### src/rtl/mos_sweep_pkg.sv
`default_nettype none
// ============================================================================
// Module      : mos_sweep_pkg
// Description : Shared constants, register map and FSM encoding for the
//               6502 decoder sweep controller.
//               Optional feature macro: SWEEP_IRQ_EN (completion interrupt).
// Revision    : 1.0 - initial release
// ============================================================================
package mos_sweep_pkg;

  // Register offsets from BASE_ADDR
  localparam logic [3:0] OFF_CTRL   = 4'h0;
  localparam logic [3:0] OFF_STATUS = 4'h4;
  localparam logic [3:0] OFF_SIG    = 4'h8;
  localparam logic [3:0] OFF_RANGE  = 4'hC;

  // CTRL bit positions
  localparam int CTRL_START_BIT  = 0;
  localparam int CTRL_ABORT_BIT  = 1;
  localparam int CTRL_IRQ_EN_BIT = 2;
  localparam int CTRL_SETTLE_LSB = 8;

  // STATUS bit positions
  localparam int STATUS_BUSY_BIT   = 0;
  localparam int STATUS_DONE_BIT   = 1;
  localparam int STATUS_OPCODE_LSB = 8;
  localparam int STATUS_ZCNT_LSB   = 16;

  // Sequencer states
  typedef enum logic [1:0] {
    ST_IDLE    = 2'd0,
    ST_APPLY   = 2'd1,
    ST_SETTLE  = 2'd2,
    ST_CAPTURE = 2'd3
  } sweep_state_e;

  // Signature polynomial and seed
  localparam logic [31:0] CRC_POLY = 32'h04C1_1DB7;
  localparam logic [31:0] SIG_SEED = 32'hFFFF_FFFF;

  // Reset defaults
  localparam logic [7:0] RANGE_FIRST_RST = 8'h00;
  localparam logic [7:0] RANGE_LAST_RST  = 8'hFF;
  localparam logic [3:0] SETTLE_RST      = 4'd2;

  // One signature step: shift/reduce the running CRC, then xor in the
  // 66-bit decoder result folded down to 32 bits.
  function automatic logic [31:0] sig_step(input logic [31:0] sig,
                                           input logic [65:0] res);
    logic [31:0] fold;
    fold = res[31:0] ^ res[63:32] ^ {30'b0, res[65:64]};
    return {sig[30:0], 1'b0} ^ (sig[31] ? CRC_POLY : 32'h0) ^ fold;
  endfunction

endpackage
`default_nettype wire

### src/rtl/mos_decoder_sweep_ctrl_sig.sv
`default_nettype none
// ============================================================================
// Module      : mos_sweep_sig
// Description : Running CRC signature and all-zero result counter for the
//               decoder sweep. clear has priority over enable.
// Revision    : 1.0 - initial release
// ============================================================================
module mos_sweep_sig
  import mos_sweep_pkg::*;
(
  input  logic        clk,
  input  logic        rst_n,
  input  logic        clear,
  input  logic        enable,
  input  logic [65:0] result,
  output logic [31:0] sig_o,
  output logic [8:0]  zero_count_o
);

  logic [31:0] sig_q, sig_d;
  logic [8:0]  zero_count_q, zero_count_d;

  // Next signature / counter: restart on clear, fold one result on enable
  always_comb begin
    sig_d        = sig_q;
    zero_count_d = zero_count_q;
    if (clear) begin
      sig_d        = SIG_SEED;
      zero_count_d = 9'd0;
    end else if (enable) begin
      sig_d = sig_step(sig_q, result);
      if (result == 66'd0) zero_count_d = zero_count_q + 9'd1;
    end
  end

  // Signature state registers
  always_ff @(posedge clk or negedge rst_n) begin
    if (!rst_n) begin
      sig_q        <= SIG_SEED;
      zero_count_q <= 9'd0;
    end else begin
      sig_q        <= sig_d;
      zero_count_q <= zero_count_d;
    end
  end

  assign sig_o        = sig_q;
  assign zero_count_o = zero_count_q;

endmodule
`default_nettype wire

### src/rtl/mos_decoder_sweep_ctrl.sv
`default_nettype none
// ============================================================================
// Module      : mos_decoder_sweep_ctrl
// Description : Wishbone-controlled sequencer that sweeps the 6502 decoder
//               over an opcode range and signs the results.
//               Optional feature macro: SWEEP_IRQ_EN (adds irq_o and
//               CTRL.IRQ_ENABLE).
// Revision    : 1.0 - initial release
// ============================================================================
module mos_decoder_sweep_ctrl
  import mos_sweep_pkg::*;
#(
  parameter logic [31:0] BASE_ADDR = 32'h3000_0010
) (
  input  logic        wb_clk_i,
  input  logic        wb_rst_ni,
  input  logic        wbs_stb_i,
  input  logic        wbs_cyc_i,
  input  logic        wbs_we_i,
  input  logic [3:0]  wbs_sel_i,
  input  logic [31:0] wbs_dat_i,
  input  logic [31:0] wbs_adr_i,
  output logic        wbs_ack_o,
  output logic [31:0] wbs_dat_o,
  input  logic [65:0] decoder_result_i,
  output logic [7:0]  decoder_instruction_o
`ifdef SWEEP_IRQ_EN
  ,
  output logic        irq_o
`endif
);

  sweep_state_e state_q, state_d;
  logic [7:0]  opcode_q, opcode_d;
  logic [7:0]  instr_q, instr_d;
  logic [3:0]  cnt_q, cnt_d;
  logic [3:0]  settle_q, settle_d;
  logic [7:0]  first_q, first_d;
  logic [7:0]  last_q, last_d;
  logic        done_q, done_d;
  logic        ack_q, ack_d;
  logic [31:0] dat_q, dat_d;
`ifdef SWEEP_IRQ_EN
  logic        irq_en_q, irq_en_d;
  logic        irq_q, irq_d;
`endif

  logic [31:0] adr_off;
  logic        adr_hit, req, ctrl_wr, range_wr, start_cmd, abort_cmd, busy;
  logic        sig_clear, sig_en;
  logic [31:0] sig;
  logic [8:0]  zero_count;
  logic [31:0] rd_data;
  logic        unused_ok;

  // Byte selects are ignored; only some write-data bits carry fields
  assign unused_ok = ^{wbs_sel_i, wbs_dat_i[31:12], wbs_dat_i[7:2]};

  assign adr_off   = wbs_adr_i - BASE_ADDR;
  assign adr_hit   = (adr_off[31:4] == 28'd0) && (adr_off[1:0] == 2'd0);
  // Suppressing a request while ack is high forces the mandatory idle cycle
  assign req       = wbs_stb_i & wbs_cyc_i & adr_hit & ~ack_q;
  assign ctrl_wr   = req & wbs_we_i & (adr_off[3:0] == OFF_CTRL);
  assign range_wr  = req & wbs_we_i & (adr_off[3:0] == OFF_RANGE);
  assign abort_cmd = ctrl_wr & wbs_dat_i[CTRL_ABORT_BIT];
  assign start_cmd = ctrl_wr & wbs_dat_i[CTRL_START_BIT] & ~wbs_dat_i[CTRL_ABORT_BIT];
  assign busy      = (state_q != ST_IDLE);

  // Register read multiplexer
  always_comb begin
    rd_data = 32'd0;
    case (adr_off[3:0])
      OFF_CTRL: begin
        rd_data[CTRL_SETTLE_LSB +: 4] = settle_q;
`ifdef SWEEP_IRQ_EN
        rd_data[CTRL_IRQ_EN_BIT]      = irq_en_q;
`endif
      end
      OFF_STATUS: begin
        rd_data[STATUS_BUSY_BIT]        = busy;
        rd_data[STATUS_DONE_BIT]        = done_q;
        rd_data[STATUS_OPCODE_LSB +: 8] = opcode_q;
        rd_data[STATUS_ZCNT_LSB +: 9]   = zero_count;
      end
      OFF_SIG:   rd_data = sig;
      OFF_RANGE: rd_data = {16'd0, last_q, first_q};
      default:   rd_data = 32'd0;
    endcase
  end

  // Next-state logic for the sequencer, config registers and bus slave
  always_comb begin
    state_d   = state_q;
    opcode_d  = opcode_q;
    instr_d   = instr_q;
    cnt_d     = cnt_q;
    settle_d  = settle_q;
    first_d   = first_q;
    last_d    = last_q;
    done_d    = done_q;
    sig_clear = 1'b0;
    sig_en    = 1'b0;
    ack_d     = req;
    dat_d     = (req & ~wbs_we_i) ? rd_data : 32'd0;
`ifdef SWEEP_IRQ_EN
    irq_en_d  = ctrl_wr ? wbs_dat_i[CTRL_IRQ_EN_BIT] : irq_en_q;
    irq_d     = 1'b0;
`endif

    // Configuration is frozen while a sweep is running
    if (ctrl_wr && !busy)  settle_d = wbs_dat_i[CTRL_SETTLE_LSB +: 4];
    if (range_wr && !busy) begin
      first_d = wbs_dat_i[7:0];
      last_d  = wbs_dat_i[15:8];
    end

    case (state_q)
      ST_IDLE: begin
        if (start_cmd) begin
          opcode_d  = first_q;
          sig_clear = 1'b1;
          done_d    = 1'b0;
          state_d   = ST_APPLY;
        end
      end
      ST_APPLY: begin
        instr_d = opcode_q;
        cnt_d   = settle_q;
        state_d = (settle_q == 4'd0) ? ST_CAPTURE : ST_SETTLE;
      end
      ST_SETTLE: begin
        cnt_d = cnt_q - 4'd1;
        if (cnt_q <= 4'd1) state_d = ST_CAPTURE;
      end
      ST_CAPTURE: begin
        sig_en = 1'b1;
        if (opcode_q == last_q) begin
          state_d = ST_IDLE;
          done_d  = 1'b1;
`ifdef SWEEP_IRQ_EN
          irq_d   = irq_en_q;
`endif
        end else begin
          opcode_d = opcode_q + 8'd1;
          state_d  = ST_APPLY;
        end
      end
      default: state_d = ST_IDLE;
    endcase

    // Abort overrides any progress this cycle, including a final capture
    if (abort_cmd && busy) begin
      state_d  = ST_IDLE;
      sig_en   = 1'b0;
      done_d   = done_q;
      opcode_d = opcode_q;
`ifdef SWEEP_IRQ_EN
      irq_d    = 1'b0;
`endif
    end
  end

  // Sequencer FSM, config and bus registers
  always_ff @(posedge wb_clk_i or negedge wb_rst_ni) begin
    if (!wb_rst_ni) begin
      state_q  <= ST_IDLE;
      opcode_q <= 8'd0;
      instr_q  <= 8'd0;
      cnt_q    <= 4'd0;
      settle_q <= SETTLE_RST;
      first_q  <= RANGE_FIRST_RST;
      last_q   <= RANGE_LAST_RST;
      done_q   <= 1'b0;
      ack_q    <= 1'b0;
      dat_q    <= 32'd0;
`ifdef SWEEP_IRQ_EN
      irq_en_q <= 1'b0;
      irq_q    <= 1'b0;
`endif
    end else begin
      state_q  <= state_d;
      opcode_q <= opcode_d;
      instr_q  <= instr_d;
      cnt_q    <= cnt_d;
      settle_q <= settle_d;
      first_q  <= first_d;
      last_q   <= last_d;
      done_q   <= done_d;
      ack_q    <= ack_d;
      dat_q    <= dat_d;
`ifdef SWEEP_IRQ_EN
      irq_en_q <= irq_en_d;
      irq_q    <= irq_d;
`endif
    end
  end

  mos_sweep_sig u_sig (
    .clk          (wb_clk_i),
    .rst_n        (wb_rst_ni),
    .clear        (sig_clear),
    .enable       (sig_en),
    .result       (decoder_result_i),
    .sig_o        (sig),
    .zero_count_o (zero_count)
  );

  assign wbs_ack_o             = ack_q;
  assign wbs_dat_o             = dat_q;
  assign decoder_instruction_o = instr_q;
`ifdef SWEEP_IRQ_EN
  assign irq_o                 = irq_q;
`endif

endmodule
`default_nettype wire

### config.mk
export PLATFORM = sky130hd
export DESIGN_NAME = mos_decoder_sweep_ctrl
export DESIGN_NICKNAME = d
export VERILOG_FILES = /design/src/rtl/mos_sweep_pkg.sv /design/src/rtl/mos_decoder_sweep_ctrl_sig.sv /design/src/rtl/mos_decoder_sweep_ctrl.sv
export SDC_FILE = /design/constraint.sdc
export NUM_CORES = 1
export LEC_CHECK = 0
export CAP_MARGIN = 20
export CORE_UTILIZATION = 43
export DETAILED_ROUTE_END_ITERATION = 7
export GPL_TIMING_DRIVEN = 0
export MAX_ROUTING_LAYER = met4
export PLACE_DENSITY = 0.71
export SETUP_SLACK_MARGIN = 0.2
export SKIP_LAST_GASP = 1
export SLEW_MARGIN = 20
export SYNTH_ARGS = -nofsm -noshare
export SYNTH_HDL_FRONTEND = slang
export SYNTH_SLANG_ARGS = --single-unit
### constraint.sdc
create_clock -name wb_clk_i -period 5.5 [get_ports wb_clk_i]
set_clock_uncertainty 0.15 [all_clocks]
set_input_delay 1.1 -clock wb_clk_i [delete_from_list [all_inputs] [get_ports wb_clk_i]]
set_output_delay 1.1 -clock wb_clk_i [all_outputs]
set_load 0.1 [all_outputs]
==> metrics.md <==
| Metric | Value |
|---|---|
| Outcome | finished, final reports clean |
| Hold Crit Class | register to register |
| Fraction of registers with async set/reset | 100% |
| CTS tree | done |
| Grt total ovfl | 0 |
| Nets in the synthesized netlist | 772 |
| Highest fanout seen on the critical path | 10 |
| Cell count after synthesis | 625 |
| Worst-skew pair later-pin latency | 0.41 ns |
| Distinct cell type count of the synthesized netlist | 55 |
| Net load switching power | 0.000826 W |
| Utilization after layout | 59.9% |
| Number of violations of the max-capacitance limit | 0 |
| Ranking of synthesized cells by area | sky130_fd_sc_hd__dfrtp_1 29%, sky130_fd_sc_hd__dfstp_2 16%, sky130_fd_sc_hd__xnor2_1 8.9% |
| Number of antenna violations at the first check in global routing | 0 |
| Shortest clock period the worst path allows after layout | 4.90 ns |
| Dominant combinational cell family by area after synthesis | simple AND/OR/NAND/NOR gates |
| Simple-gate share of the synthesized area | 16.2% |
| Die Footprint | 0.0159 mm2 |
| Remaining max-slew budget at the tightest pin | 26.1% |
| Filler cell count | 1,254 |
| Logic gate share of total power | 23.0% |
| Net switching fraction of the power | 27.2% |
| Met2 wire length | 9140 um |
| Cell Int Power | 0.00221 W |
| Power per standard cell area | 335 mW/mm2 |
| Total via count after detailed routing | 5,581 |
| Dominant cell type by area after synthesis | sky130_fd_sc_hd__dfrtp_1 |
| Clock tree root buffer cell | sky130_fd_sc_hd__clkbuf_16 |
| Total number of nets in the final design | 950 |
| Final period util | 89.0% |
| Clock H-tree levels | 4 |
| Count of yosys warnings during synthesis | 0 |
| Wire length on met1 | 8290 um |
| Worst reg2reg path startpoint | wbs_ack_o |
| Adder-cell share of the synthesized area | 1.51% |
| Total half-perimeter wirelength after legalization and detailed placement | 14,200 um |
| Number of synthesized flops with an enable pin | 0 |
| Cell Chain, Critical Path | clkdlybuf4s50_1 > nor4_1 > nand3_1 > o41ai_1 > nand2_1 > a311oi_1 > clkbuf_1 > a41oi_1 > o211ai_1 |
| Total routing resource utilization after global routing | 25.2% |
| Total clock buffers created by CTS | 17 |
| Met3 routed wirelength | 977 um |
| Top cells by count, synth | 76 x sky130_fd_sc_hd__dfrtp_1, 67 x sky130_fd_sc_hd__xnor2_1, 45 x sky130_fd_sc_hd__nand2_1, 41 x sky130_fd_sc_hd__dfstp_2, 41 x sky130_fd_sc_hd__mux2i_1 |
| Core footprint | 0.0151 mm2 |
| Worst path arrival time | 5.07 ns |
| Routed via count divided by cell count | 5.56 |
| Antenna Diode Count | 0 |
| Vias in the first global route | 5,755 |
| Number of hold violations in the final report | 0 |
| Fin. max-slew vios | 0 |
| Number of violations reported at the end of detailed-routing iteration 0 | 337 |
| Transition time at the pin with the least slew margin | 1.10 ns |
| Layout area overhead | 36.9% |
| Die width | 126 um |
| Clock transition time at the flip-flop clock pins of the worst setup and hold paths | 0.05 ns |
| Final instance count without filler cells | 1,004 |
| CP peak stage delay | 0.91 ns |
| Cell with the most instances after synthesis | sky130_fd_sc_hd__dfrtp_1 |
| Highest metal layer with signal wires | met4 |
| Max Clk Rate | 0.204 GHz |
| CP endpoint kind | register |
| Vert. Die Dim | 126 um |
| Main synth FF type | sky130_fd_sc_hd__dfrtp_1 |
| R2R depth | 7 |
| Mean cell area of the mapped netlist | 10.6 um2 |
| Element type at the critical path start | primary input |
| Post-DR wirelength/cell | 18.6 um |
| Minimum hold slack | 0.357 ns |
| I/O pin cnt | 180 |
| Fraction of power consumed by the clock network | 36.8% |
| ANT nets after route | 0 |
| Clock Tree Buf Depth | 2 |
| Reg2Reg Setup Slack | 2.18 ns |
| Required time of the worst setup path | 5.68 ns |
| Wire length of the first global-routing pass | 29,900 um |
| Sequential fraction of the synthesis area | 44.9% |
| Flip-flop and latch count after synthesis | 117 |
| Category of the critical setup timing path | primary input to register |
| Total Wirelength | 18,600 um |
| Number of rows created at floorplan | 45 |
| Detailed Routing Iterations Pass 1 | 5 |
| Count of placed standard cells including taps | 972 |
| Number of setup violations in the final report | 0 |
| Last weighted congestion value of the routability-driven placer | 0.927 |
| XOR/XNOR Fraction of Synth Area | 12.6% |
| Residual DRC count | 0 |
| Compound-gate portion of the synthesized area | 8.19% |
| Initial core utilization | 43.8% |
| Endpoint of the worst-slack reg-to-reg timing path | first_q[6] |
| Proportion of synthesized area in mux cells | 13.5% |
| Share of total power in sequential cells | 40.3% |
| Pin count of the biggest net entering global routing | 63 |
| Area fraction of the dominant cell type after synthesis | 28.7% |
| Cells on Worst Hold Path | 1 |
| P_leak | 3.98 nW |
| Worst Hold End | decoder_instruction_o[1] |
| Clock sinks | 117 |
| Post-synthesis instance area | 0.00663 mm2 |
| Setup repair after global routing missed its margin | false |
| Number of I/O port buffers | 158 |
| Share of final-layout standard cells stronger than drive strength 1 | 15.4% |
| CP max-delay cell | sky130_fd_sc_hd__a311oi_1 |
| Worst VDD drop | 0.229 mV |
| Start point of the worst hold path | decoder_instruction_o[1] |
## cell usage in the layout, fill, tap and decap left out, drive strengths merged, types with 18 or more instances in the layout
| cell type | instances |
|---|---|
| clkbuf | 43 |
| clkdlybuf4s50 | 157 |
| dfrtp | 76 |
| dfstp | 41 |
| mux2 | 35 |
| mux2i | 41 |
| nand2 | 45 |
| nand3 | 18 |
| nor2 | 31 |
| nor4 | 25 |
| xnor2 | 67 |
| xor2 | 28 |
## layout make-up
type	instances	area [um2]	share of cell area, %
plain buffers	32	143	1.57
clock buffers	23	468	5.16
clock inverters	9	126	1.39
inverters	17	63.8	0.703
multi-input cells	459	3450	38.0
flip-flops and latches	117	2980	32.8
well taps	188	235	2.59
repair buffers	159	1610	17.7
## state kept, by name (all words and copies together) (netlist names), 2 cells and up
name,count
cnt_q,4
decoder_instruction_o,8
first_q,8
last_q,8
opcode_q,8
settle_q,4
state_q,2
u_sig.sig_o,32
u_sig.zero_count_o,9
wbs_dat_o,32
## power groups by stage
stage,Sequential [W],Clock (W),Combinational [W]
floorplan,0.00117,0,0.000509
global placement,0.00123,0,0.000675
detailed placement,0.00124,0,0.000698
CTS,0.00122,0.00113,0.000704
global route,0.00124,0.00117,0.000775
finish,0.00122,0.00112,0.000698
## kinds of logic (layout without fill, tap and decap cells)
kind of cell / count (synthesis) / after routing
simple gates: 201 / 201
mux: 80 / 80
flops: 117 / 117
fa+ha+maj: 8 / 8
buf+inv: 49 / 240
compound gates: 75 / 75
xor+xnor: 95 / 95
## per-stage QoR
stage	setup TNS, ns	cell area, um2	power (W)	setup slack, ns
3_3_place_gp	-89.51	8450	0.00190	-1.18
5_1_grt	0	9070	0.00319	0.309
6_report	0	9070	0.00304	0.603
3_5_place_dp	0	8470	0.00193	0.180
2_1_floorplan	0	6630	0.00168	1.30
4_1_cts	0	9070	0.00306	0.592
## worst max-delay path: cells and delay by family
kind / cells / cell delay [ns]
buffers and inverters: 2 / 0.88
and+or+nand+nor: 3 / 1.30
AOI/OAI and AO/OA: 4 / 1.79
## worst max-delay path by stage
stage / start / to / depth (start not counted)
2_1_floorplan: wbs_adr_i[20] / u_sig.zero_count_o[0] / 11
3_3_place_gp: wb_rst_ni / wbs_dat_o[30] / 1
3_5_place_dp: wbs_adr_i[11] / first_q[6] / 9
4_1_cts: wbs_adr_i[11] / first_q[6] / 9
5_1_grt: wbs_adr_i[4] / opcode_q[7] / 9
6_report: wbs_adr_i[4] / opcode_q[6] / 9
## metal layers
layer | up-vias | GRT usage [%]
met4 | 0 | 7.44
met2 | 197 | 41.2
met3 | 21 | 4.76
met5 | - | -
met1 | 2748 | 31.7
li1 | 2615 | -
## timing repair
action,CTS,global route
setup buffers,0,0
endpoints found under the hold margin,0,0
endpoints found under the setup margin,0,8
hold buffers,0,0
resized for setup,0,1
(Power assumes the default switching activity.)
